File: config.mk
export PLATFORM = sky130hd
export DESIGN_NAME = e203_exu_wbck_sched
export DESIGN_NICKNAME = d
export VERILOG_FILES = /design/src/rtl/e203_exu_wbck_sched_pkg.sv /design/src/rtl/e203_exu_wbck_hold.sv /design/src/rtl/e203_exu_wbck_sched.sv
export SDC_FILE = /design/constraint.sdc
export NUM_CORES = 1
export LEC_CHECK = 0
export CORE_MARGIN = 3
export CORE_UTILIZATION = 30
export DETAILED_ROUTE_END_ITERATION = 7
export PLACE_DENSITY = 0.6
export SLEW_MARGIN = 20
export SYNTH_ARGS = -nofsm -noshare
export SYNTH_HDL_FRONTEND = slang
export SYNTH_SLANG_ARGS = --single-unit
export TNS_END_PERCENT = 30
File: constraint.sdc
create_clock -name clk -period 5.56 [get_ports clk]
set_input_delay 1.112 -clock clk [delete_from_list [all_inputs] [get_ports clk]]
set_output_delay 1.112 -clock clk [all_outputs]
set_load 0.05 [all_outputs]
File: src/rtl/e203_exu_wbck_sched_pkg.sv
// Shared widths and write-back source encodings for the EXU write-back scheduler.
package e203_exu_wbck_sched_pkg;

  localparam int unsigned E203_XLEN        = 32;
  localparam int unsigned E203_RFIDX_WIDTH = 5;
  localparam int unsigned E203_ITAG_WIDTH  = 1;

  typedef enum logic [2:0] {
    WBCK_SRC_NONE = 3'd0,
    WBCK_SRC_HOLD = 3'd1,
    WBCK_SRC_LNG  = 3'd2,
    WBCK_SRC_ALUT = 3'd3,
    WBCK_SRC_ALUU = 3'd4
  } wbck_src_e;

endpackage

File: src/rtl/e203_exu_wbck_hold.sv
// Hold buffer for OITF-tracked ALU results that arrive before their itag reaches the OITF head.
module e203_exu_wbck_hold
  import e203_exu_wbck_sched_pkg::*;
#(
  parameter int unsigned DW      = E203_XLEN,
  parameter int unsigned RFIDX_W = E203_RFIDX_WIDTH,
  parameter int unsigned ITAG_W  = E203_ITAG_WIDTH,
  parameter int unsigned DEPTH   = 2
) (
  input  logic                      clk,
  input  logic                      rst,
  input  logic                      i_match_en,
  input  logic [ITAG_W-1:0]         i_ret_ptr,
  input  logic                      i_push,
  input  logic [ITAG_W-1:0]         i_push_itag,
  input  logic [RFIDX_W-1:0]        i_push_rdidx,
  input  logic [DW-1:0]             i_push_wdat,
  input  logic                      i_pop,
  output logic                      o_hit_c,
  output logic [RFIDX_W-1:0]        o_hit_rdidx_c,
  output logic [DW-1:0]             o_hit_wdat_c,
  output logic                      o_full_c,
  output logic [$clog2(DEPTH):0]    o_cnt
);

  localparam int unsigned IDX_W = (DEPTH > 1) ? $clog2(DEPTH) : 1;
  localparam int unsigned CNT_W = $clog2(DEPTH) + 1;

  logic [DEPTH-1:0]   r_vld;
  logic [ITAG_W-1:0]  r_itag  [DEPTH];
  logic [RFIDX_W-1:0] r_rdidx [DEPTH];
  logic [DW-1:0]      r_wdat  [DEPTH];
  logic [CNT_W-1:0]   r_cnt;

  logic               w_hit;
  logic               w_free;
  logic [IDX_W-1:0]   w_hit_idx;
  logic [IDX_W-1:0]   w_free_idx;
  logic [IDX_W-1:0]   w_push_idx;

  // Associative head match and first-free search; descending scan leaves the lowest index.
  always_comb begin
    w_hit      = 1'b0;
    w_hit_idx  = '0;
    w_free     = 1'b0;
    w_free_idx = '0;
    for (int i = int'(DEPTH) - 1; i >= 0; i--) begin
      if (r_vld[i] && i_match_en && (r_itag[i] == i_ret_ptr)) begin
        w_hit     = 1'b1;
        w_hit_idx = IDX_W'(i);
      end
      if (!r_vld[i]) begin
        w_free     = 1'b1;
        w_free_idx = IDX_W'(i);
      end
    end
  end

  // When full, a push can only land in the entry being popped this cycle.
  assign w_push_idx    = w_free ? w_free_idx : w_hit_idx;
  assign o_hit_c       = w_hit;
  assign o_hit_rdidx_c = r_rdidx[w_hit_idx];
  assign o_hit_wdat_c  = r_wdat[w_hit_idx];
  assign o_full_c      = &r_vld;
  assign o_cnt         = r_cnt;

  always_ff @(posedge clk or posedge rst) begin
    if (rst) begin
      r_vld <= '0;
      r_cnt <= '0;
      for (int i = 0; i < int'(DEPTH); i++) begin
        r_itag[i]  <= '0;
        r_rdidx[i] <= '0;
        r_wdat[i]  <= '0;
      end
    end else begin
      if (i_pop) begin
        r_vld[w_hit_idx] <= 1'b0;
      end
      if (i_push) begin
        r_vld[w_push_idx]   <= 1'b1;
        r_itag[w_push_idx]  <= i_push_itag;
        r_rdidx[w_push_idx] <= i_push_rdidx;
        r_wdat[w_push_idx]  <= i_push_wdat;
      end
      r_cnt <= r_cnt + CNT_W'(i_push) - CNT_W'(i_pop);
    end
  end

endmodule

File: src/rtl/e203_exu_wbck_sched.sv
// EXU write-back scheduler: hold > long-pipe > tracked ALU > untracked ALU onto one registered RF port.
// Optional untracked-ALU anti-starvation under E203_WBCK_SCHED_STARVE_EN.
module e203_exu_wbck_sched
  import e203_exu_wbck_sched_pkg::*;
#(
  parameter int unsigned DW         = E203_XLEN,
  parameter int unsigned RFIDX_W    = E203_RFIDX_WIDTH,
  parameter int unsigned ITAG_W     = E203_ITAG_WIDTH,
  parameter int unsigned HOLD_DEPTH = 2,
  parameter int unsigned STARVE_MAX = 4
) (
  input  logic                          clk,
  input  logic                          rst,
  input  logic                          alu_i_valid,
  output logic                          alu_i_ready,
  input  logic [DW-1:0]                 alu_i_wdat,
  input  logic [RFIDX_W-1:0]            alu_i_rdidx,
  input  logic [ITAG_W-1:0]             alu_i_itag,
  input  logic                          alu_i_longp,
  input  logic                          lng_i_valid,
  output logic                          lng_i_ready,
  input  logic [DW-1:0]                 lng_i_wdat,
  input  logic [RFIDX_W-1:0]            lng_i_rdidx,
  input  logic [ITAG_W-1:0]             lng_i_itag,
  input  logic                          oitf_empty,
  input  logic [ITAG_W-1:0]             oitf_ret_ptr,
  output logic                          oitf_ret_ena,
  output logic                          rf_o_valid,
  input  logic                          rf_o_ready,
  output logic [DW-1:0]                 rf_o_wdat,
  output logic [RFIDX_W-1:0]            rf_o_rdidx,
  output logic [$clog2(HOLD_DEPTH):0]   hold_cnt
);

  logic               r_valid;
  logic [DW-1:0]      r_wdat;
  logic [RFIDX_W-1:0] r_rdidx;

  wbck_src_e          w_src;
  logic               w_slot_free;
  logic               w_alu_head_ok;
  logic               w_lng_head_ok;
  logic               w_cand_h;
  logic               w_cand_l;
  logic               w_cand_t;
  logic               w_cand_u;
  logic               w_u_urgent;
  logic               w_hold_full;
  logic               w_hold_pop;
  logic               w_push;
  logic [RFIDX_W-1:0] w_hold_rdidx;
  logic [DW-1:0]      w_hold_wdat;
  logic [RFIDX_W-1:0] w_rdidx;
  logic [DW-1:0]      w_wdat;

  assign w_slot_free   = ~r_valid | rf_o_ready;
  assign w_alu_head_ok = ~oitf_empty & (alu_i_itag == oitf_ret_ptr);
  assign w_lng_head_ok = ~oitf_empty & (lng_i_itag == oitf_ret_ptr);
  assign w_cand_l      = lng_i_valid & w_lng_head_ok;
  assign w_cand_t      = alu_i_valid & alu_i_longp & w_alu_head_ok;
  assign w_cand_u      = alu_i_valid & ~alu_i_longp;

  e203_exu_wbck_hold #(
    .DW      (DW),
    .RFIDX_W (RFIDX_W),
    .ITAG_W  (ITAG_W),
    .DEPTH   (HOLD_DEPTH)
  ) u_hold (
    .clk           (clk),
    .rst           (rst),
    .i_match_en    (~oitf_empty),
    .i_ret_ptr     (oitf_ret_ptr),
    .i_push        (w_push),
    .i_push_itag   (alu_i_itag),
    .i_push_rdidx  (alu_i_rdidx),
    .i_push_wdat   (alu_i_wdat),
    .i_pop         (w_hold_pop),
    .o_hit_c       (w_cand_h),
    .o_hit_rdidx_c (w_hold_rdidx),
    .o_hit_wdat_c  (w_hold_wdat),
    .o_full_c      (w_hold_full),
    .o_cnt         (hold_cnt)
  );

`ifdef E203_WBCK_SCHED_STARVE_EN
  localparam int unsigned STARVE_W = $clog2(STARVE_MAX + 1);

  logic [STARVE_W-1:0] r_starve;

  assign w_u_urgent = (r_starve == STARVE_W'(STARVE_MAX));

  // Counts consecutive lost grants of a pending untracked result; saturates while the slot stalls.
  always_ff @(posedge clk or posedge rst) begin
    if (rst) begin
      r_starve <= '0;
    end else if (w_cand_u && (w_src != WBCK_SRC_ALUU)) begin
      if (!w_u_urgent) begin
        r_starve <= r_starve + STARVE_W'(1);
      end
    end else begin
      r_starve <= '0;
    end
  end
`else
  assign w_u_urgent = 1'b0;
`endif

  always_comb begin
    w_src = WBCK_SRC_NONE;
    if (w_slot_free) begin
      if (w_u_urgent && w_cand_u) w_src = WBCK_SRC_ALUU;
      else if (w_cand_h)          w_src = WBCK_SRC_HOLD;
      else if (w_cand_l)          w_src = WBCK_SRC_LNG;
      else if (w_cand_t)          w_src = WBCK_SRC_ALUT;
      else if (w_cand_u)          w_src = WBCK_SRC_ALUU;
    end
  end

  always_comb begin
    w_wdat  = '0;
    w_rdidx = '0;
    case (w_src)
      WBCK_SRC_HOLD: begin
        w_wdat  = w_hold_wdat;
        w_rdidx = w_hold_rdidx;
      end
      WBCK_SRC_LNG: begin
        w_wdat  = lng_i_wdat;
        w_rdidx = lng_i_rdidx;
      end
      WBCK_SRC_ALUT, WBCK_SRC_ALUU: begin
        w_wdat  = alu_i_wdat;
        w_rdidx = alu_i_rdidx;
      end
      default: ;
    endcase
  end

  // A hold pop frees an entry in the same cycle, so a full buffer can still accept a push.
  assign w_hold_pop   = (w_src == WBCK_SRC_HOLD);
  assign w_push       = alu_i_valid & alu_i_longp & ~w_alu_head_ok & (~w_hold_full | w_hold_pop);
  assign alu_i_ready  = w_push | (w_src == WBCK_SRC_ALUT) | (w_src == WBCK_SRC_ALUU);
  assign lng_i_ready  = (w_src == WBCK_SRC_LNG);
  assign oitf_ret_ena = (w_src == WBCK_SRC_HOLD) | (w_src == WBCK_SRC_LNG) | (w_src == WBCK_SRC_ALUT);

  always_ff @(posedge clk or posedge rst) begin
    if (rst) begin
      r_valid <= 1'b0;
      r_wdat  <= '0;
      r_rdidx <= '0;
    end else if (w_slot_free) begin
      r_valid <= (w_src != WBCK_SRC_NONE);
      if (w_src != WBCK_SRC_NONE) begin
        r_wdat  <= w_wdat;
        r_rdidx <= w_rdidx;
      end
    end
  end

  assign rf_o_valid = r_valid;
  assign rf_o_wdat  = r_wdat;
  assign rf_o_rdidx = r_rdidx;

  // Tracked results cannot exist while the OITF is empty; also sanity-check the configuration.
  always @(posedge clk) begin
    if (!rst) begin
      assert (!(oitf_empty && ((alu_i_valid && alu_i_longp) || lng_i_valid)))
        else $error("tracked write-back presented while OITF is empty");
      assert ((HOLD_DEPTH >= 1) && ((HOLD_DEPTH & (HOLD_DEPTH - 1)) == 0) && (STARVE_MAX >= 1))
        else $error("illegal write-back scheduler configuration");
    end
  end

endmodule
Yosys cells after proc, flatten, opt, wreduce, memory -nomap -nowiden
Cells that the tools add are included.
{ "totals": {"register_bits": 118, "latchBits": 0, "ramBits": 0, "mem_bits_ro": 0, "in_bits": 84, "out_inout_bits": 43, "wordCells": 98, "mem_count": 0} }
{ "op_classes": {"addsub": 2, "mul": 0, "div_mod_pow": 0, "magnitude_cmp": 7, "n_eq_ne": 8, "shift": 0, "n_mux": 35, "n_bitwise": 24, "n_reduce_logical": 11} }
{ "ops": {"columns": ["operator", "n"], "rows": [
  ["2-to-1 mux 32 bit", 4],
  ["case mux 32 bit (3 select lines)", 1],
  ["bitwise mux 64 bit", 1],
  ["demux 32 bit (select 1 bit)", 1],
  ["2-to-1 mux 5 bit", 4],
  ["2-to-1 mux 3 bit", 5],
  ["case mux 5 bit (3 select lines)", 1],
  ["bitwise mux 10 bit", 1],
  ["2-to-1 mux 1 bit", 10],
  ["bitwise AND 1 bit", 8],
  ["logical AND 1 bit", 7],
  ["== test 3 x 2 -> 1 bit, second input constant", 2],
  ["bitwise OR 1 bit", 6],
  ["demux 5 bit (select 1 bit)", 1],
  ["NOT 1 bit", 5],
  ["== test 1 bit", 4],
  ["greater-or-equal comparator 2 bit, second input constant", 2],
  ["less-than comparator 1 x 2 -> 1 bit, second input constant", 2],
  ["2-to-1 mux 2 bit", 2],
  ["NOT 1 -> 2 bit", 2],
  ["AND reduction 2 bit", 2],
  ["demux 1 bit (select 1 bit)", 3],
  ["== test 3 x 1 -> 1 bit, second input constant", 1],
  ["== test 3 bit, second input constant", 1],
  ["other kinds (10)", 11]
]} }

Longest topological paths before layout
{ "logic_depth": {"depth_word": 14, "mapped_depth": 9, "mapped_depth_nobuf": 8} }

Hierarchy
Synthesis repeated with hierarchy kept, for this count alone.
{ "hier_totals": {"cells_unflattened": 514, "area_unflattened_um2": 6082.1} }
{ "by_module_without_submodules": {"columns": ["module", "n_inst", "cells_per_inst", "area_per_inst_um2", "seq_area_each_um2"], "rows": [
  ["e203_exu_wbck_hold", 1, 236, 3662.3, 2001.9],
  ["e203_exu_wbck_sched", 1, 278, 2419.8, 950.9]
]} }

Worst setup path before layout
Ideal clock, no wire load.
{ "synth_path": {"kind": "in2out", "startpoint": "input port oitf_ret_ptr", "endpoint": "output port alu_i_ready", "arrival_time_ns": 2.891, "t_required_ns": 4.448, "setup_slack_ns": 1.557, "cell_stages": 6, "path_buffers": 1, "path_cell_list": "xnor2_1 a22o_1 a21oi_1 clkbuf_1 nand2_1 o22ai_1"} }
{ "synth_between": {"elab_chain_cells": 12, "elab_cells_between_ends": 25, "classes_between": "eq/ne (7); mux (6); bitwise (10); reduce/logical (2)"} }
{ "synth_lines": {"columns": ["item", "line_no", "rtl"], "rows": [
  ["from (decl)", "e203_exu_wbck_sched.sv:26", "input logic [ITAG_W-1:0] oitf_ret_ptr,"],
  ["== test 1 bit", "e203_exu_wbck_sched.sv:57", "assign w_alu_head_ok = ~oitf_empty & (alu_i_itag == oitf_ret_ptr);"],
  ["bitwise AND 1 bit", "e203_exu_wbck_sched.sv:57", null],
  ["bitwise AND 1 bit", "e203_exu_wbck_sched.sv:60", "assign w_cand_t = alu_i_valid & alu_i_longp & w_alu_head_ok;"],
  ["2-to-1 mux 3 bit", "e203_exu_wbck_sched.sv:114", "else if (w_cand_t) w_src = WBCK_SRC_ALUT;"],
  ["2-to-1 mux 3 bit", "e203_exu_wbck_sched.sv:113", "else if (w_cand_l) w_src = WBCK_SRC_LNG;"],
  ["2-to-1 mux 3 bit", "e203_exu_wbck_sched.sv:112", "else if (w_cand_h) w_src = WBCK_SRC_HOLD;"],
  ["2-to-1 mux 3 bit", "e203_exu_wbck_sched.sv:110", "if (w_slot_free) begin"],
  ["== test 3 x 1 -> 1 bit", "e203_exu_wbck_sched.sv:140", "assign w_hold_pop = (w_src == WBCK_SRC_HOLD);"],
  ["bitwise OR 1 bit", "e203_exu_wbck_sched.sv:141", "assign w_push = alu_i_valid & alu_i_longp & ~w_alu_head_ok & (~w_hold_full | w_hold_pop);"],
  ["bitwise AND 1 bit", "e203_exu_wbck_sched.sv:141", null],
  ["bitwise OR 1 bit", "e203_exu_wbck_sched.sv:142", "assign alu_i_ready = w_push | (w_src == WBCK_SRC_ALUT) | (w_src == WBCK_SRC_ALUU);"],
  ["bitwise OR 1 bit *", "e203_exu_wbck_sched.sv:142", null],
  ["to (decl)", "e203_exu_wbck_sched.sv:15", "output logic alu_i_ready,"]
]} }
Mark *: on every way between the ends. The rest lies on a longest branch, timed or not.

Worst setup path in the final report
{ "layout_path": {"startpoint": "input port oitf_ret_ptr", "endpoint": "output port oitf_ret_ena"} }
{ "layout_between": {"elab_chain_cells": 10, "elab_cells_between_ends": 21, "classes_between": "eq/ne (7); mux (6); bitwise (6); reduce/logical (2)"} }
{ "layout_lines": {"columns": ["item", "line_no", "rtl"], "rows": [
  ["== test 1 bit", "e203_exu_wbck_sched.sv:57", null],
  ["bitwise AND 1 bit", "e203_exu_wbck_sched.sv:57", null],
  ["bitwise AND 1 bit", "e203_exu_wbck_sched.sv:60", null],
  ["2-to-1 mux 3 bit", "e203_exu_wbck_sched.sv:114", null],
  ["2-to-1 mux 3 bit", "e203_exu_wbck_sched.sv:113", null],
  ["2-to-1 mux 3 bit *", "e203_exu_wbck_sched.sv:112", null],
  ["2-to-1 mux 3 bit *", "e203_exu_wbck_sched.sv:110", null],
  ["== test 3 x 1 -> 1 bit / == test 3 x 2 -> 1 bit (equally long branches)", "e203_exu_wbck_sched.sv:144", "assign oitf_ret_ena = (w_src == WBCK_SRC_HOLD) | (w_src == WBCK_SRC_LNG) | (w_src == WBCK_SRC_ALUT);"],
  ["bitwise OR 1 bit", "e203_exu_wbck_sched.sv:144", null],
  ["bitwise OR 1 bit *", "e203_exu_wbck_sched.sv:144", null],
  ["to (decl)", "e203_exu_wbck_sched.sv:27", "output logic oitf_ret_ena,"]
]} }
Marked as above.

==> results.sh <==
export IMPL_dp_cells=827
export IMPL_postCtsSetupBuffers=0
export IMPL_fmax_ghz=0.214
export IMPL_yosys_warnings=0
export IMPL_dr_pass1_iters=4
export IMPL_drive_above_1_share_pct=18.4
export IMPL_core_area_mm2=0.0181
export IMPL_antenna_cells=0
export IMPL_cts_max_path_buffers=2
export IMPL_io_pins=127
export IMPL_clock_latency_ns=0.40
export IMPL_synth_top_area_share_pct=52.6
export IMPL_yosys_area_top_type="dfrtp_1"
export IMPL_async_reset_ff_share_pct=100
export IMPL_period_needed_ns=4.68
export IMPL_p_per_area_mw_per_mm2=586
export IMPL_path_max_fanout=6
export IMPL_grt_total_usage_pct=14.6
export IMPL_tightest_slew_ns=0.966
export IMPL_wl_per_cell_um=17.2
export IMPL_syn_cell_area_mm2=0.00561
export IMPL_antenna_found_initial=0
export IMPL_setup_violations=0
export IMPL_initial_utilization_pct=30.9
export IMPL_dp_hpwl_um=9460
export IMPL_leakage_uw=0.00325
export IMPL_ir_worst_vdd_mv=0.328
export IMPL_holdCritPathClass="reg2reg"
export IMPL_rsz0062_at_grt="false"
export IMPL_final_hold_viol_count=0
export IMPL_synthFlopType="dfrtp_1"
export IMPL_drt_total_wl_um=14800
export IMPL_period_share_pct=84.1
export IMPL_clock_skew_ns=0.0127
export IMPL_via_per_inst=4.91
export IMPL_syn_nets=586
export IMPL_cap_violations=0
export IMPL_synthMuxAreaShare_pct=21.9
export IMPL_vias=4217
export IMPL_synth_fa_ha_area_share_pct=0.223
export IMPL_status="finished clean"
export IMPL_synth_seq_cells=118
export IMPL_layout_cells_most_common="clkdlybuf4s50_1"
export IMPL_max_slew_margin_rel_pct=35.6
export IMPL_crit_path_end_kind="primary output"
export IMPL_die_y_um=143
export IMPL_grt_pass1_vias=4435
export IMPL_critPathKind="in2out"
export IMPL_cts_hold_buf=0
export IMPL_rows=49
export IMPL_cts_tree="done"
export IMPL_power_uw=4540
export IMPL_final_setup_tns_ns=0
export IMPL_synth_xor_area_share_pct=1.09
export IMPL_drt_initial_drc_count=217
export IMPL_overflow=0
export IMPL_io_buffers=126
export IMPL_synth_compound_area_share_pct=11.6
export IMPL_mostFrequentLayoutCells="clkdlybuf4s50_1 (125), dfrtp_1 (118), nand2_1 (81), mux2_2 (67), nor2_1 (39)"
export IMPL_syn_area_per_cell_um2=11.2
export IMPL_cts_resized=0
export IMPL_synth_edf_count=0
export IMPL_postRouteAntennaNets=0
export IMPL_syn_instance_count=501
export IMPL_grt_max_degree=87
export IMPL_synthTopCellsByArea="dfrtp_1 (53%), mux2_2 (13%), a221o_1 (6.6%)"
export IMPL_yosysUniqueCellTypes=33
export IMPL_drc=0
export IMPL_fp_dieW_um=143
export IMPL_drv_slew=0
export IMPL_yosys_area_share_simple_pct=9.46
export IMPL_worstPathRequired_ns=4.45
export IMPL_syn_to_final_growth_pct=38.1
export IMPL_worstSetupStartpointType="input pin"
export IMPL_clock_sinks=118
export IMPL_final_nets=702
export IMPL_cp_arrival_ns=3.57
export IMPL_cts_clk_slew_worst_paths_ns=0.05
export IMPL_synth_top_family_by_area="multiplexers"
export IMPL_die_area_mm2=0.0204
export IMPL_cts_buffers=17
export IMPL_gp_congestion=0.771
export IMPL_clockRootBuffer="clkbuf_16"
export IMPL_grt_pass1_wl_um=23600
export IMPL_final_cells=859
export IMPL_h_tree_depth=4
export IMPL_ys_seq_area_share_pct=52.6
-- synthesized netlist by cell type (all sizes together) (3+ instances only) --
| library cell | number |
|---|---|
| clkbuf | 25 |
| nor2 | 41 |
| nand3 | 3 |
| mux2 | 76 |
| xnor2 | 5 |
| buf | 12 |
| dfrtp | 118 |
| o21ai | 38 |
| mux2i | 37 |
| inv | 4 |
| a221o | 37 |
| nand2 | 82 |
| a21oi | 4 |
-- metrics by stage --
stage / setup slack [ns] / utilization [%] / hold slack (ns) / cell area, um^2
6_report: 0.883 / 42.7 / 0.481 / 7740
3_3_place_gp: 1.02 / 39.0 / 0.466 / 7090
2_1_floorplan: 1.32 / - / 0.457 / 5610
3_5_place_dp: 0.927 / 39.2 / 0.474 / 7110
4_1_cts: 0.894 / 42.7 / 0.486 / 7740
5_1_grt: 0.791 / 42.7 / 0.505 / 7740
-- metal layers --
metal	share of wire, %	vias to the layer above	global-route usage, %
met1	47	2080	19.8
met5	0	-	0
met2	47	114	23.9
met4	0.83	0	3.75
li1	-	2013	-
met3	4.6	10	3.32
-- registers in the layout, indices dropped and copies added, names as in the netlist --
signal,count
rf_o_rdidx,5
rf_o_valid,1
rf_o_wdat,32
u_hold.o_cnt,2
u_hold.r_itag,2
u_hold.r_rdidx,10
u_hold.r_vld,2
u_hold.r_wdat,64
-- layout make-up --
class | count | area (um^2)
clock inverter | 8 | 144
fill | 1699 | 10400
sequential | 118 | 2950
multi-input combinational | 342 | 2520
timing repair buffer | 134 | 1330
tap | 229 | 287
clock buffer | 24 | 492
inverter | 4 | 20.0
-- worst paths after layout --
kind	start	end	slack, ns	cells past startpoint
max	oitf_ret_ptr	oitf_ret_ena	0.88	6
min	u_hold.r_rdidx[5]	u_hold.r_rdidx[5]	0.48	1
max reg2reg	u_hold.r_itag[1]	u_hold.r_wdat[56]	2.48	6
min reg2reg	u_hold.r_rdidx[5]	u_hold.r_rdidx[5]	0.48	1
max in group asynchronous	rst	u_hold.r_rdidx[8]	3.35	3
min in group asynchronous	rst	rf_o_wdat[20]	1.25	2
-- where the power goes --
group | total (uW) | switching [uW] | internal, uW
sequential | 1510 | 233 | 1280
clock | 1170 | 370 | 797
combinational | 1860 | 1040 | 811
-- critical path, cell delays in order --
cell             delay, ns
clkdlybuf4s50_1       0.54
xnor2_1               0.29
a22o_1                0.34
nand2_1               0.14
a31oi_1               0.26
clkdlybuf4s50_1       0.88
-- cells by family after synthesis --
| group | Yosys count |
|---|---|
| flops | 118 |
| buf+inv | 41 |
| fa+ha+maj | 1 |
| mux | 113 |
| xor+xnor | 7 |
| compound gates | 87 |
| simple gates | 134 |
Note: power is estimated with default switching activity, not from simulation.
